===== src/rtl/pll_phase_sequencer.sv =====
`timescale 1ns/1ps
// pll_phase_sequencer
//   Drives the altpll dynamic phase-shift and clock-switch ports from the
//   command processor's PLL settings. A request (updatepll pulse) optionally
//   switches the input clock, then walks the PLL phase one step at a time in
//   the shortest direction using the phasestep/phasedone handshake.
//
// Ports
//   clk, rstn          system clock, asynchronous active-low reset
//   updatepll          one-clk request pulse; latches pll_clk_src/pll_clk_phase
//   pll_clk_src        requested input clock (0 = inclk0, 1 = inclk1)
//   pll_clk_phase      requested phase in steps (legal 0..PHASE_STEPS-1)
//   phasedone          altpll handshake, async, low while a step is in progress
//   activeclock        altpll currently selected input clock, async
//   phasecounterselect altpll counter select (constant COUNTER_SEL)
//   phaseupdown        altpll step direction, 1 = up
//   phasestep          altpll step strobe
//   scanclk            free-running altpll scan clock
//   clkswitch          altpll input clock switch strobe
//   current_phase      phase believed to be applied in the PLL
//   busy               FSM not idle or a request is pending
//   error              sticky; cleared when the next request is accepted
//   state_dbg          current FSM state (debug)
//
// Handshake: phasestep rises on a scanclk fall with phaseupdown valid in the
// same cycle, stays high for two scanclk rising edges and drops on the next
// scanclk fall; the PLL then signals completion by phasedone going low and
// returning high. Each phase of that wait is bounded by TIMEOUT scanclk periods.
module pll_phase_sequencer #(
  parameter int         SCANCLK_DIV   = 4,
  parameter int         PHASE_STEPS   = 64,
  parameter logic [2:0] COUNTER_SEL   = 3'b000,
  parameter int         SWITCH_CYCLES = 4,
  parameter int         TIMEOUT       = 1023
) (
  input  logic       clk,
  input  logic       rstn,
  input  logic       updatepll,
  input  logic       pll_clk_src,
  input  logic [7:0] pll_clk_phase,
  input  logic       phasedone,
  input  logic       activeclock,
  output logic [2:0] phasecounterselect,
  output logic       phaseupdown,
  output logic       phasestep,
  output logic       scanclk,
  output logic       clkswitch,
  output logic [7:0] current_phase,
  output logic       busy,
  output logic       error,
  output logic [3:0] state_dbg
);

  localparam int         DW   = $clog2(SCANCLK_DIV);
  localparam int         TW   = $clog2(TIMEOUT + 1);
  localparam int         SW   = $clog2(SWITCH_CYCLES + 1);
  localparam logic [7:0] PS8  = 8'(PHASE_STEPS);
  localparam logic [7:0] HALF = 8'(PHASE_STEPS / 2);
  localparam logic [7:0] PMAX = 8'(PHASE_STEPS - 1);

  typedef enum logic [3:0] {
    S_IDLE, S_CHECK, S_SWITCH, S_SWITCH_WAIT, S_PLAN,
    S_STEP_ASSERT, S_STEP_LOW, S_STEP_HIGH
  } state_t;

  state_t state, state_next;

  // scanclk divider
  logic [DW-1:0] div_cnt;
  logic          div_tick, scan_fall, scan_rise;

  assign div_tick  = (div_cnt == DW'(SCANCLK_DIV - 1));
  assign scan_fall = div_tick & scanclk;
  assign scan_rise = div_tick & ~scanclk;

  always_ff @(posedge clk or negedge rstn) begin
    if (!rstn) begin
      div_cnt <= '0;
      scanclk <= 1'b0;
    end else if (div_tick) begin
      div_cnt <= '0;
      scanclk <= ~scanclk;
    end else begin
      div_cnt <= div_cnt + DW'(1);
    end
  end

  // Both altpll status inputs are asynchronous to clk. phasedone idles high.
  logic pd_s1, pd_s, ac_s1, ac_s;
  always_ff @(posedge clk or negedge rstn) begin
    if (!rstn) begin
      pd_s1 <= 1'b1;
      pd_s  <= 1'b1;
      ac_s1 <= 1'b0;
      ac_s  <= 1'b0;
    end else begin
      pd_s1 <= phasedone;
      pd_s  <= pd_s1;
      ac_s1 <= activeclock;
      ac_s  <= ac_s1;
    end
  end

  logic          pend, pend_src;
  logic [7:0]    pend_phase;
  logic          target_src, dir_up;
  logic [7:0]    target_phase, remaining, diff;
  logic          bad_target;
  logic [1:0]    rise_cnt;
  logic [SW-1:0] sw_cnt;
  logic [TW-1:0] to_cnt;
  logic          to_hit;

  assign bad_target = (target_phase >= PS8);
  assign to_hit     = (to_cnt == TW'(TIMEOUT));

  // (target - current) mod PHASE_STEPS without a divider; only meaningful
  // for a legal target.
  assign diff = (target_phase >= current_phase) ? (target_phase - current_phase)
                                                : (target_phase + PS8 - current_phase);

  // State register
  always_ff @(posedge clk or negedge rstn) begin
    if (!rstn) state <= S_IDLE;
    else       state <= state_next;
  end

  // Next-state logic
  always_comb begin
    state_next = state;
    case (state)
      S_IDLE:        if (pend) state_next = S_CHECK;
      S_CHECK:       state_next = (target_src != ac_s) ? S_SWITCH : S_PLAN;
      S_SWITCH:      if (sw_cnt == SW'(SWITCH_CYCLES - 1)) state_next = S_SWITCH_WAIT;
      S_SWITCH_WAIT: begin
        if (ac_s == target_src) state_next = S_PLAN;
        else if (to_hit)        state_next = S_IDLE;
      end
      S_PLAN:        state_next = (bad_target || diff == 8'd0) ? S_IDLE : S_STEP_ASSERT;
      S_STEP_ASSERT: if (phasestep && scan_fall && rise_cnt == 2'd2) state_next = S_STEP_LOW;
      S_STEP_LOW: begin
        if (!pd_s)       state_next = S_STEP_HIGH;
        else if (to_hit) state_next = S_IDLE;
      end
      S_STEP_HIGH: begin
        if (pd_s)        state_next = (remaining == 8'd1) ? S_IDLE : S_STEP_ASSERT;
        else if (to_hit) state_next = S_IDLE;
      end
      default:       state_next = S_IDLE;
    endcase
  end

  // Output / control decode
  logic accept, set_bad, abort, step_done;
  always_comb begin
    busy      = (state != S_IDLE) | pend;
    state_dbg = state;
    accept    = (state == S_IDLE) & pend;
    set_bad   = (state == S_CHECK) & bad_target;
    step_done = (state == S_STEP_HIGH) & pd_s;
    abort     = to_hit & (((state == S_SWITCH_WAIT) & (ac_s != target_src)) |
                          ((state == S_STEP_LOW)    &  pd_s) |
                          ((state == S_STEP_HIGH)   & ~pd_s));
  end

  assign phasecounterselect = COUNTER_SEL;

  // Datapath
  always_ff @(posedge clk or negedge rstn) begin
    if (!rstn) begin
      pend          <= 1'b0;
      pend_src      <= 1'b0;
      pend_phase    <= 8'd0;
      target_src    <= 1'b0;
      target_phase  <= 8'd0;
      dir_up        <= 1'b1;
      remaining     <= 8'd0;
      current_phase <= 8'd0;
      error         <= 1'b0;
      phasestep     <= 1'b0;
      phaseupdown   <= 1'b1;
      rise_cnt      <= 2'd0;
      sw_cnt        <= '0;
      to_cnt        <= '0;
      clkswitch     <= 1'b0;
    end else begin
      if (accept) begin
        pend         <= 1'b0;
        error        <= 1'b0;
        target_src   <= pend_src;
        target_phase <= pend_phase;
      end
      // A pulse in the same cycle as acceptance (or while pending) wins.
      if (updatepll) begin
        pend       <= 1'b1;
        pend_src   <= pll_clk_src;
        pend_phase <= pll_clk_phase;
      end
      if (set_bad || abort) error <= 1'b1;

      clkswitch <= (state_next == S_SWITCH);
      sw_cnt    <= (state == S_SWITCH) ? sw_cnt + SW'(1) : '0;

      // Timeout counts scanclk periods spent in the current state.
      if (state_next != state)     to_cnt <= '0;
      else if (scan_rise && !to_hit) to_cnt <= to_cnt + TW'(1);

      if (state == S_PLAN) begin
        dir_up    <= (diff <= HALF);
        remaining <= (diff <= HALF) ? diff : (PS8 - diff);
      end

      if (state == S_STEP_ASSERT) begin
        if (!phasestep) begin
          if (scan_fall) begin
            phasestep   <= 1'b1;
            phaseupdown <= dir_up;
            rise_cnt    <= 2'd0;
          end
        end else begin
          if (scan_rise) rise_cnt <= rise_cnt + 2'd1;
          if (scan_fall && rise_cnt == 2'd2) phasestep <= 1'b0;
        end
      end

      if (step_done) begin
        remaining <= remaining - 8'd1;
        if (dir_up) current_phase <= (current_phase == PMAX) ? 8'd0 : current_phase + 8'd1;
        else        current_phase <= (current_phase == 8'd0) ? PMAX : current_phase - 8'd1;
      end
    end
  end

endmodule


===== config.mk =====
export PLATFORM = sky130hd
export DESIGN_NAME = pll_phase_sequencer
export DESIGN_NICKNAME = d
export VERILOG_FILES = /design/src/rtl/pll_phase_sequencer.sv
export SDC_FILE = /design/constraint.sdc
export NUM_CORES = 1
export LEC_CHECK = 0
export CAP_MARGIN = 25
export CORE_ASPECT_RATIO = 0.6
export CORE_UTILIZATION = 55
export CTS_CLUSTER_DIAMETER = 30
export CTS_CLUSTER_SIZE = 16
export DETAILED_ROUTE_END_ITERATION = 8
export GPL_TIMING_DRIVEN = 0
export PLACE_DENSITY_LB_ADDON = 0.1
export SLEW_MARGIN = 40
export SYNTH_ARGS = -nofsm -noshare
export SYNTH_HDL_FRONTEND = slang
export SYNTH_SLANG_ARGS = --single-unit

===== constraint.sdc =====
create_clock -name clk -period 4.57 [get_ports clk]
set_input_delay 0.914 -clock clk [delete_from_list [all_inputs] [get_ports clk]]
set_output_delay 0.914 -clock clk [all_outputs]
set_load 0.03 [all_outputs]

# Yosys cells after proc, flatten, opt, wreduce, memory -nomap -nowiden
# Index checks and enable logic that the tools add are counted.
[word_totals] elab_cells=119 in_bits=14 ramBits=0 reg_bits=66 n_memories=0 mem_bits_ro=0 latchBits=0
[classes] shifts=0 n_reduce_logical=18 n_addsub=11 div=0 multipliers=0 mux=31 bitwise=15 n_eq_ne=19 order_cmp=3
[op_table] cell="8-bit 2-to-1 mux" count=7
[op_table] cell="4-bit one-hot mux with 8 select lines" count=1
[op_table] cell="4-bit 2-to-1 mux" count=7
[op_table] cell="10-bit 2-to-1 mux" count=2
[op_table] cell="4-bit by 3-bit equality test with 1-bit output (second input constant)" count=4
[op_table] cell="8-bit logical NOT" count=2
[op_table] cell="8-bit by 1-bit subtractor with 8-bit output (second input constant)" count=2
[op_table] cell="8-bit subtractor" count=2
[op_table] cell="4-bit by 2-bit equality test with 1-bit output (second input constant)" count=3
[op_table] cell="3-bit 2-to-1 mux" count=4
[op_table] cell="10-bit by 1-bit adder with 10-bit output (second input constant)" count=1
[op_table] cell="10-bit equality test (second input constant)" count=1
[op_table] cell="2-bit nonzero test" count=5
[op_table] cell="1-bit AND" count=9
[op_table] cell="8-bit by 1-bit adder with 8-bit output (second input constant)" count=1
[op_table] cell="8-bit by 7-bit adder with 8-bit output (second input constant)" count=1
[op_table] cell="8-bit by 1-bit equality test with 1-bit output (second input constant)" count=1
[op_table] cell="8-bit by 6-bit equality test with 1-bit output (second input constant)" count=1
[op_table] cell="8-bit by 7-bit greater-or-equal comparator with 1-bit output (second input constant)" count=1
[op_table] cell="8-bit greater-or-equal comparator" count=1
[op_table] cell="8-bit by 6-bit <= comparator with 1-bit output (second input constant)" count=1
[op_table] cell="2-bit 2-to-1 mux" count=4
[op_table] cell="7-bit by 8-bit subtractor with 8-bit output (first input constant)" count=1
[op_table] cell="1-bit 2-to-1 mux" count=6
[op_table] cell="other kinds (17)" count=29

# Longest topological paths before layout
# Gate-level depths: netlist of the first run.
[logic_depth] word_depth=9 depth_mapped=14

# Least setup slack after synthesis of the first run
# Ideal clock, no wire load.
[synth_timing] kind="register to register" start="register current_phase[1]" end="register remaining[1]" slack_ns=1.021 arrival_time_ns=3.425 setup_time_ns=0.124 required_ns=4.446 path_stages_with_launch=14 n_path_buf=1 cell_sequence="dfrtp_1 inv_1 ha_1 ha_1 inv_1 fa_1 o21ba_1 o2111a_1 a311o_1 nor3b_2 o32ai_2 buf_4 nor3_1 o31a_1"
[synth_between] elab_chain_cells=6
[synth_rtl] item="from (decl)" line_no="48" text="output logic [7:0] current_phase,"
[synth_rtl] item="from (signal assigned)" line_no="228" text="if (dir_up) current_phase <= (current_phase == PMAX) ? 8'd0 : current_phase + 8'd1;"
[synth_rtl] item="from (signal assigned)" line_no="229" text="else current_phase <= (current_phase == 8'd0) ? PMAX : current_phase - 8'd1;"
[synth_rtl] item="8-bit subtractor, or another cell as far along" line_no="120" text=": (target_phase + PS8 - current_phase);"
[synth_rtl] item="8-bit 2-to-1 mux *" line_no="119" text="assign diff = (target_phase >= current_phase) ? (target_phase - current_phase)"
[synth_rtl] item="7-bit by 8-bit subtractor with 8-bit output or 8-bit by 6-bit <= comparator with 1-bit output (tied branches)" line_no="210" text="remaining <= (diff <= HALF) ? diff : (PS8 - diff);"
[synth_rtl] item="8-bit 2-to-1 mux *" line_no="210"
[synth_rtl] item="8-bit 2-to-1 mux *" line_no="208" text="if (state == S_PLAN) begin"
[synth_rtl] item="8-bit 2-to-1 mux *" line_no="226" text="if (step_done) begin"
[synth_rtl] item="to (signal assigned)" line_no="210"
[synth_rtl] item="to (signal assigned)" line_no="227" text="remaining <= remaining - 8'd1;"
[synth_rtl] item="to (decl)" line_no="107" text="logic [7:0] target_phase, remaining, diff;"
# Every way passes the cells marked *; elsewhere a longest branch is shown, timed or not. The select of a mux whose other input is x is not followed.
# A chain may end at the register's enable or synchronous reset.

# Worst setup path in the final report of the first run
# Ends and elaborated chain as after synthesis.

==> results of run 1 <==
area by class of cell:
type / count / area, um^2
clock buffer: 10 / 229
timing repair buffer: 31 / 318
fill: 649 / 2620
multi-input combinational: 381 / 2810
tap: 108 / 135
buffer: 27 / 144
sequential: 66 / 1660
clock inverter: 6 / 43.8
inverter: 39 / 146
power groups by stage:
stage	Sequential (W)	Combinational [W]	Clock [W]
final	0.000864	0.00253	0.000632
after global routing	0.000882	0.00273	0.000668
after CTS	0.000859	0.00247	0.000644
after detailed placement	0.000865	0.00246	0
after global placement	0.000857	0.00238	0
after floorplan	0.000876	0.00182	0
per-stage QoR:
stage	std cells	setup WS, ns	cell area, um^2	hold slack (ns)
floorplan	513	1.02	4760	0.331
global placement	651	0.445	5190	0.336
detailed placement	652	0.839	5210	0.338
CTS	668	0.794	5480	0.351
global route	668	0.625	5480	0.364
finish	668	0.730	5480	0.349
kinds of logic (layout without fill, tap and decap cells):
family | after synthesis | in the layout
DFF | 66 | 66
adders and majority gates | 33 | 33
xor gates and xnor gates | 26 | 26
buffers and inverters | 66 | 113
AOI/OAI and AO/OA | 117 | 117
muxes | 31 | 31
other | 1 | 4
and+or+nand+nor | 170 | 170
cells in the final DEF, fill, tap and decap left out, types with 5 or more instances in the layout:
cell type	n
xor2_1	9
fa_1	7
clkdlybuf4s50_1	29
nand4_1	9
nand3_1	16
nor2b_1	5
and3_1	8
nor2_1	36
clkbuf_16	9
a31oi_1	7
o21ai_0	23
o31ai_1	5
nor3_1	17
inv_1	39
clkbuf_1	17
o21ai_1	9
nand2_1	37
ha_1	26
a21oi_1	23
buf_4	6
mux2_2	19
mux2i_1	10
dfrtp_1	62
xnor2_1	17
state kept, by name (all words and copies together), names as in the netlist, 2 cells and up:
| name | flops |
|---|---|
| current_phase | 8 |
| pend_phase | 8 |
| div_cnt | 2 |
| to_cnt | 10 |
| state_dbg | 4 |
| remaining | 8 |
| sw_cnt | 3 |
| target_phase | 8 |
| rise_cnt | 2 |
worst paths after layout:
| kind | startpoint | end | cells after the start |
|---|---|---|---|
| hold reg to reg | ac_s1$_DFF_PN0_ | ac_s$_DFF_PN0_ | 0 |
| max in group asynchronous | rstn | pd_s1$_DFF_PN1_ | 2 |
| setup reg to reg | current_phase[1]$_DFFE_PN0P_ | remaining[1]$_DFFE_PN0P_ | 13 |
| min in group asynchronous | rstn | rise_cnt[0]$_DFFE_PN0P_ | 1 |
| hold / removal | ac_s1$_DFF_PN0_ | ac_s$_DFF_PN0_ | 0 |
| setup / recovery | current_phase[1]$_DFFE_PN0P_ | remaining[1]$_DFFE_PN0P_ | 13 |
routing by layer:
layer | wire length [um] | vias up | global-route usage [%]
met5 | 0 | - | 0
met4 | 121 | 0 | 8.09
met3 | 1060 | 13 | 7.13
met2 | 4880 | 200 | 39.0
met1 | 5820 | 1976 | 43.9
li1 | - | 1931 | -
==> metrics.cfg, run 1 <==
[route]
wl_per_cell_um = 17.8
drcViolationCount = 0
firstDrtPassIters = 5
drt_first_iter_violations = 439
vias = 4120
avgViaCountPerCell = 6.17
ant_nets = 0
drt-total-wl_mm = 11.9

[floorplanning]
dieArea_um2 = 9020
rows = 25
fp.dieW_um = 122
io_pins = 35
core_region_area_um2 = 8100
die_height_um = 74.0
start_util_pct = 58.6

[global_routing]
grt_pass1_vias = 3726
antenna_found_initial = 0
grt_max_degree = 36
grt_pass1_wl_mm = 19.3
grt_use_total_pct = 28.5
grt_overflow_total = 0

[power_and_ir_drop]
p_seq_share_pct = 21.5
vdd_ir_drop_max_mv = 0.407
clock_power_share_pct = 15.7
power_switching_w = 0.00194
leakage_nw = 2.34
switching_share_pct = 48.3
p_total_w = 0.00402
cellPowerDensity_nw_per_um2 = 733
intPower_w = 0.00208
combPwrFrac_pct = 62.8

[cts]
clk_pin_slew_worst_paths_ns = 0.06
post_cts_resized = 0
cts_tree = yes
clockBufferDepth = 2
clock_latency_ns = 0.33
h-tree-depth = 3
cts_hold_buf = 0
postCtsSetupBuffers = 0
clock_sinks = 66
cts_buffers = 9
root_buffer = clkbuf_16

[run]
max-cap-violations = 0

[critical_path]
cp-start-kind = flip-flop
crit_path_cell_trace = inv_1 > ha_1 > ha_1 > inv_1 > fa_1 > o21ba_1 > o2111a_1 > a311o_1 > nor3b_2 > o32ai_2 > buf_4 > nor3_1 > o31a_1
crit_fanout = 10
rrSetupSlack_ns = 0.73
worstPathRequired_ns = 4.79
arrival_ns = 4.05
crit_path_top_delay_cell = dfrtp_1
worst-path-buf-inv = 3
cp_slowest_stage_delay_ns = 0.49
cp_top_family = compound AO/OA/AOI/OAI gates
crit_type = flip-flop to flip-flop
cp-end-kind = flip-flop

[placement]
io_buffers = 30
dpl.hpwl_mm = 8.97
place_congestion = 0.917

[logic_synthesis]
synth_top_family_by_area = simple AND/OR/NAND/NOR gates
ys_warn_count = 0
yosysSeqAreaShare_pct = 34.9
synth_xor_xnor_area_share_pct = 4.80
yosysUniqueCellTypes = 81
yosysMostFrequentCell = dfrtp_1
synthesis.area_um2 = 4750
synth_top_area_share_pct = 32.7
synth_compound_area_share_pct = 17.3
synth-adder-area-share_pct = 9.81
ys.flop_type = dfrtp_1
synth_edf_count = 0
yosysTopAreaCell = dfrtp_1
synthMuxAreaShare_pct = 7.41
ys_top_cells_by_count = dfrtp_1, inv_1, nand2_1, nor2_1, ha_1
synth.area.top_cells = dfrtp_1, ha_1, mux2_2
netlist_instances = 510
syn_avg_cell_area_um2 = 9.31
ys_ff_latch = 66
yosys.area_share.simple_pct = 19.5
synthArstFlopShare_pct = 100

[timing]
tightest_slew_ns = 0.738
rsz0062_at_grt = no
maxSlewHeadroom_pct = 50.7
fmax_mhz = 260
slew_viol_final = 0
fin_worst_skew_ns = 0.00807
min_period_ns = 3.84
finalCritPeriodShare_pct = 84.0
finalSetupViolCount = 0
final.setup.tns_ns = 0
hold_viol_final = 0

[final_layout]
num_antenna_cells = 0
final_core_util_pct = 67.7
nNetsFinal = 602
layout-drive-gt1-share_pct = 11.8
area_growth_pct = 15.5

[min_path]
hold_class = flip-flop to flip-flop

[run_status]
status = finished, final reports clean

(Power assumes the default switching activity.)
==> run 2: changes to the inputs <==
--- a/config.mk
+++ b/config.mk
@@ -7,7 +7,7 @@
 export LEC_CHECK = 0
 export CAP_MARGIN = 25
 export CORE_ASPECT_RATIO = 0.6
-export CORE_UTILIZATION = 55
+export CORE_UTILIZATION = 54
 export CTS_CLUSTER_DIAMETER = 30
 export CTS_CLUSTER_SIZE = 16
 export DETAILED_ROUTE_END_ITERATION = 8
==> constraint.sdc (replaced) <==
create_clock -name clk -period 3.5 [get_ports clk]
set_input_delay 0.7 -clock clk [delete_from_list [all_inputs] [get_ports clk]]
set_output_delay 0.7 -clock clk [all_outputs]
set_load 0.03 [all_outputs]
==> metrics.cfg, run 2 (synthesis results as in run 1) <==
[final_layout]
largest_reg_flops = 10  ; unchanged
num_antenna_cells = 0  ; unchanged
layout.cells.most_common = dfrtp_1  ; unchanged
final_core_util_pct = 66.6  ; was 67.7%
nNetsFinal = 612  ; was 602
largest-register = to_cnt  ; unchanged
area_growth_pct = 19.5  ; was 15.5%
most-common-layout-cells = dfrtp_1, inv_1, nand2_1, nor2_1, clkdlybuf4s50_1  ; unchanged
layout-drive-gt1-share_pct = 16.0  ; was 11.8%

[route]
vias = 4151  ; was 4120
drt-total-wl_mm = 11.9  ; about the same
drt_first_iter_violations = 468  ; was 439
firstDrtPassIters = 7  ; was 5
wl_per_cell_um = 17.5  ; was 17.8 um
avgViaCountPerCell = 6.09  ; was 6.17
drcViolationCount = 0  ; unchanged
ant_nets = 0  ; unchanged

[power_and_ir_drop]
cellPowerDensity_nw_per_um2 = 987  ; was 733 nW/um^2
switching_share_pct = 46.2  ; was 48.3%
leakage_nw = 2.41  ; was 2.34 nW
combPwrFrac_pct = 62.3  ; was 62.8%
vdd_ir_drop_max_mv = 0.484  ; was 0.407 mV
p_total_w = 0.00560  ; was 0.00402 W
intPower_w = 0.00301  ; was 0.00208 W
p_seq_share_pct = 20.0  ; was 21.5%
power_switching_w = 0.00258  ; was 0.00194 W
clock_power_share_pct = 17.7  ; was 15.7%

[floorplanning]
start_util_pct = 55.7  ; was 58.6%
core_region_area_um2 = 8520  ; was 8100 um^2
die_height_um = 74.6  ; was 74.0 um
io_pins = 35  ; unchanged
fp.dieW_um = 123  ; was 122 um
rows = 26  ; was 25
dieArea_um2 = 9180  ; was 9020 um^2

[global_routing]
grt_overflow_total = 0  ; unchanged
antenna_found_initial = 0  ; unchanged
grt_use_total_pct = 27.5  ; was 28.5%
grt_pass1_wl_mm = 19.0  ; was 19.3 mm
grt_pass1_vias = 3741  ; was 3726
grt_max_degree = 41  ; was 36

[cts]
cts_buffers = 9  ; unchanged
root_buffer = clkbuf_16  ; unchanged
clk_pin_slew_worst_paths_ns = 0.06  ; about the same
clockBufferDepth = 2  ; unchanged
cts_tree = yes  ; unchanged
clock_sinks = 66  ; unchanged
clock_latency_ns = 0.34  ; was 0.33 ns
h-tree-depth = 3  ; unchanged
cts_hold_buf = 0  ; unchanged

[placement]
io_buffers = 30  ; unchanged
place_congestion = 0.922  ; was 0.917
dpl.hpwl_mm = 8.60  ; was 8.97 mm

[timing]
fin_worst_skew_ns = 0.00407  ; was 0.00807 ns
rsz0062_at_grt = no  ; unchanged
fmax_mhz = 295  ; was 260 MHz
slew_viol_final = 0  ; unchanged
min_period_ns = 3.39  ; was 3.84 ns
finalCritPeriodShare_pct = 97.0  ; was 84.0%
finalSetupViolCount = 0  ; unchanged
whs_ns = 0.285  ; was 0.349 ns
hold_viol_final = 0  ; unchanged
maxSlewHeadroom_pct = 60.9  ; was 50.7%
final.setup.tns_ns = 0  ; unchanged
tightest_slew_ns = 0.582  ; was 0.738 ns

[run]
max-cap-violations = 0  ; unchanged

[critical_path]
crit_fanout = 5  ; was 10
reg2reg_from = current_phase[1]$_DFFE_PN0P_  ; unchanged
worstSetupStartpoint = current_phase[1]$_DFFE_PN0P_  ; unchanged
arrival_ns = 3.62  ; was 4.05 ns
crit_type = flip-flop to flip-flop  ; unchanged
cp-end-kind = flip-flop  ; unchanged
cp-start-kind = flip-flop  ; unchanged
worstPathRequired_ns = 3.72  ; was 4.79 ns

[run_status]
status = finished, final reports clean  ; unchanged

[min_path]
hold_class = primary input to async pin  ; was flip-flop to flip-flop

[run 2: final timing paths]
check	end	slack, ns	cells past startpoint
max reg2reg	remaining[1]$_DFFE_PN0P_	0.11	13
min in group clk	pd_s$_DFF_PN1_	0.36	0
min	div_cnt[1]$_DFF_PN0_	0.29	1
min reg2reg	pd_s$_DFF_PN1_	0.36	0
max in group asynchronous	phaseupdown$_DFFE_PN1P_	2.62	2
max	remaining[1]$_DFFE_PN0P_	0.11	13
[run 2: layer usage]
layer  GRT usage, %  up-vias  routed length (um)
met5              0        -                   0
met4           7.90        0                 157
met3           6.67       19                 724
met2           36.4      146                4760
met1           43.6     2033                6270
li1               -     1953                   -
[run 2: critical path: stages, from the launching register on]
cell and delay [ns]:
dfrtp_2 0.39, clkinvlp_4 0.13, ha_4 0.30, ha_1 0.18, inv_1 0.06, fa_2 0.34, o21ba_1 0.21, o2111a_1 0.24
a311o_1 0.34, nor3b_2 0.19, o32ai_2 0.35, buf_4 0.22, nor3_1 0.06, o31a_1 0.27
[run 2: repair_timing]
action,CTS,global route
setup endpoints to repair,8,10
buffers inserted,6,4
gates cloned,1,0
pin swaps,1,2
gates resized for setup,2,11
[run 2: layout make-up]
cell class / instances / area [um^2]
plain buffers: 26 / 144
flip-flops and latches: 66 / 1660
clock inverters: 7 / 100
clock buffers: 9 / 225
well taps: 112 / 140
repair buffers: 42 / 398
multi-input cells: 381 / 2850
fillers: 692 / 2850
inverters: 39 / 150
[run 2: power by group through the flow]
stage	Combinational, W	Sequential [W]	Clock, W
floorplan	0.00238	0.00115	0
global placement	0.00311	0.00112	0
detailed placement	0.00319	0.00113	0
CTS	0.00331	0.00111	0.00100
global route	0.00378	0.00114	0.00103
finish	0.00349	0.00112	0.000990
[run 2: per-stage QoR]
step	setup slack (ns)	cell area, um^2	instances
final	0.106	5670	682
after global routing	0.0171	5670	682
after CTS	0.0387	5590	678
after global placement	-0.685	5200	655
after detailed placement	-0.141	5220	656
after floorplan	0.0995	4760	513
==> run 3: changes to the inputs <==
--- a/config.mk
+++ b/config.mk
@@ -13,6 +13,7 @@
 export DETAILED_ROUTE_END_ITERATION = 8
 export GPL_TIMING_DRIVEN = 0
 export PLACE_DENSITY_LB_ADDON = 0.1
+export SETUP_SLACK_MARGIN = 0.2
 export SLEW_MARGIN = 40
 export SYNTH_ARGS = -nofsm -noshare
 export SYNTH_HDL_FRONTEND = slang
==> metrics.cfg, run 3 (synthesis results as in run 1) <==
[floorplanning]
rows = 26  ; unchanged
start_util_pct = 55.7  ; unchanged
fp.dieW_um = 123  ; unchanged
die_height_um = 74.6  ; unchanged
core_region_area_um2 = 8520  ; unchanged
dieArea_um2 = 9180  ; unchanged
io_pins = 35  ; unchanged

[route]
vias = 4153  ; was 4151
drt-total-wl_mm = 12.0  ; was 11.9 mm
drcViolationCount = 0  ; unchanged
firstDrtPassIters = 6  ; was 7
ant_nets = 0  ; unchanged
drt_first_iter_violations = 395  ; was 468
avgViaCountPerCell = 6.03  ; was 6.09
wl_per_cell_um = 17.5  ; about the same

[timing]
fin_worst_skew_ns = 0.0107  ; was 0.00407 ns
slew_viol_final = 0  ; unchanged
maxSlewHeadroom_pct = 59.6  ; was 60.9%
fmax_mhz = 298  ; was 295 MHz
hold_viol_final = 0  ; unchanged
whs_ns = 0.279  ; was 0.285 ns
min_period_ns = 3.36  ; was 3.39 ns
finalSetupViolCount = 0  ; unchanged
final.setup.tns_ns = 0  ; unchanged
tightest_slew_ns = 0.601  ; was 0.582 ns
rsz0062_at_grt = yes  ; was no
finalCritPeriodShare_pct = 96.0  ; was 97.0%

[run_status]
status = finished, final reports clean  ; unchanged

[critical_path]
crit_fanout = 8  ; was 5
cp-end-kind = flip-flop  ; unchanged
crit_path_top_delay_cell = fa_2  ; was dfrtp_2
crit_path_cell_trace = clkinv_4 > ha_4 > ha_4 > inv_2 > fa_2 > o21ba_4 > o2111a_1 > a311o_1 > buf_4 > nor3_4 > o32ai_4 > buf_4 > buf_6 > o21ai_4 > o2111ai_2  ; was clkinvlp_4 > ha_4 > ha_1 > inv_1 > fa_2 > o21ba_1 > o2111a_1 > a311o_1 > nor3b_2 > o32ai_2 > buf_4 > nor3_1 > o31a_1
ff2ff_path_depth = 15  ; was 13
reg2reg_from = current_phase[1]$_DFFE_PN0P_  ; unchanged
worstPathRequired_ns = 3.69  ; was 3.72 ns
worstSetupPathDepth = 15  ; was 13
crit_type = flip-flop to flip-flop  ; unchanged
cp_slowest_stage_delay_ns = 0.40  ; was 0.39 ns
cp-start-kind = flip-flop  ; unchanged
worstSetupStartpoint = current_phase[1]$_DFFE_PN0P_  ; unchanged
arrival_ns = 3.55  ; was 3.62 ns
cp_top_family = compound AO/OA/AOI/OAI gates  ; unchanged
worst-path-buf-inv = 5  ; was 3

[cts]
root_buffer = clkbuf_16  ; unchanged
clk_pin_slew_worst_paths_ns = 0.06  ; about the same
h-tree-depth = 3  ; unchanged
cts_tree = yes  ; unchanged
cts_hold_buf = 0  ; unchanged
clock_sinks = 66  ; unchanged
clockBufferDepth = 2  ; unchanged
clock_latency_ns = 0.33  ; was 0.34 ns
cts_buffers = 9  ; unchanged

[final_layout]
num_antenna_cells = 0  ; unchanged
layout.cells.most_common = dfrtp_1  ; unchanged
nNetsFinal = 619  ; was 612
nFillCells = 680  ; was 692
layout-drive-gt1-share_pct = 19.2  ; was 16.0%
largest-register = to_cnt  ; unchanged
final_area_um2 = 5760  ; was 5670 um^2
area_growth_pct = 21.4  ; was 19.5%
largest_reg_flops = 10  ; unchanged
most-common-layout-cells = dfrtp_1, nand2_1, nor2_1, inv_1, clkdlybuf4s50_1  ; was dfrtp_1, inv_1, nand2_1, nor2_1, clkdlybuf4s50_1

[placement]
dpl_cell_area_um2 = 5250  ; was 5220 um^2
io_buffers = 30  ; unchanged
dpl.hpwl_mm = 8.93  ; was 8.60 mm
place_congestion = 0.923  ; was 0.922

[global_routing]
grt_use_total_pct = 27.1  ; was 27.5%
antenna_found_initial = 0  ; unchanged
grt_pass1_wl_mm = 18.9  ; was 19.0 mm
grt_pass1_vias = 3690  ; was 3741
grt_max_degree = 41  ; unchanged
grt_overflow_total = 0  ; unchanged

[power_and_ir_drop]
p_total_w = 0.00568  ; was 0.00560 W
leakage_nw = 2.44  ; was 2.41 nW
vdd_ir_drop_max_mv = 0.448  ; was 0.484 mV
cellPowerDensity_nw_per_um2 = 985  ; was 987 nW/um^2

[min_path]
hold_class = primary input to async pin  ; unchanged

[run]
max-cap-violations = 0  ; unchanged

==> run 3: cell type report <==
type | instances | area [um^2] | share of cell area, %
multi-input cells | 381 | 2930 | 50.8
flip-flops and latches | 66 | 1660 | 28.9
inverters | 39 | 151 | 2.63
repair buffers | 48 | 449 | 7.79
plain buffers | 27 | 151 | 2.63
clock inverters | 6 | 42.5 | 0.738
clock buffers | 10 | 239 | 4.15
well taps | 112 | 140 | 2.43
==> run 3: what timing repair did <==
item / 4_1_cts / 5_1_grt
pin swaps: 4 / 14
buffers inserted: 6 / 10
resized for setup: 7 / 26
gates cloned: 1 / 0
setup endpoints to repair: 10 / 10
==> run 3: path summary, 6_finish.rpt <==
path                                     endpoint  slack, ns
setup / recovery           state_dbg[2]$_DFF_PN0_       0.14
hold / removal                clkswitch$_DFF_PN0_       0.28
setup reg to reg           state_dbg[2]$_DFF_PN0_       0.14
hold reg to reg                    pd_s$_DFF_PN1_       0.35
max in group asynchronous         pd_s1$_DFF_PN1_       2.64
min in group clk                   pd_s$_DFF_PN1_       0.35
==> run 3: per-layer routing <==
layer	vias up	GRT usage, %	part of all wire (%)
met5	-	0	0
li1	1964	-	-
met4	0	5.62	0.67
met2	161	38.2	42
met3	9	5.30	6.9
met1	2019	42.7	50
==> run 3: where the power goes <==
| group | switching, W | total (W) | internal (W) |
|---|---|---|---|
| Sequential | 0.000186 | 0.00112 | 0.000932 |
| Combinational | 0.00213 | 0.00372 | 0.00159 |
| Clock | 0.000337 | 0.000835 | 0.000498 |
| Total | 0.00266 | 0.00568 | 0.00302 |
==> run 3: worst reg2reg max path: stages, from the launching register on <==
cell and delay [ns]:
dfrtp_2 0.39, clkinv_4 0.10, ha_4 0.30, ha_4 0.13, inv_2 0.04, fa_2 0.40
o21ba_4 0.21, o2111a_1 0.22, a311o_1 0.38, buf_4 0.18, nor3_4 0.19, o32ai_4 0.13
buf_4 0.16, buf_6 0.12, o21ai_4 0.17, o2111ai_2 0.13
==> run 3: stage by stage <==
stage / util, % / instances / worst slack [ns]
3_3_place_gp: 61.4 / 655 / -0.657
6_report: 67.6 / 689 / 0.139
3_5_place_dp: 61.6 / 656 / -0.108
2_1_floorplan: - / 513 / 0.228
5_1_grt: 67.6 / 689 / 0.0224
4_1_cts: 65.6 / 679 / 0.206
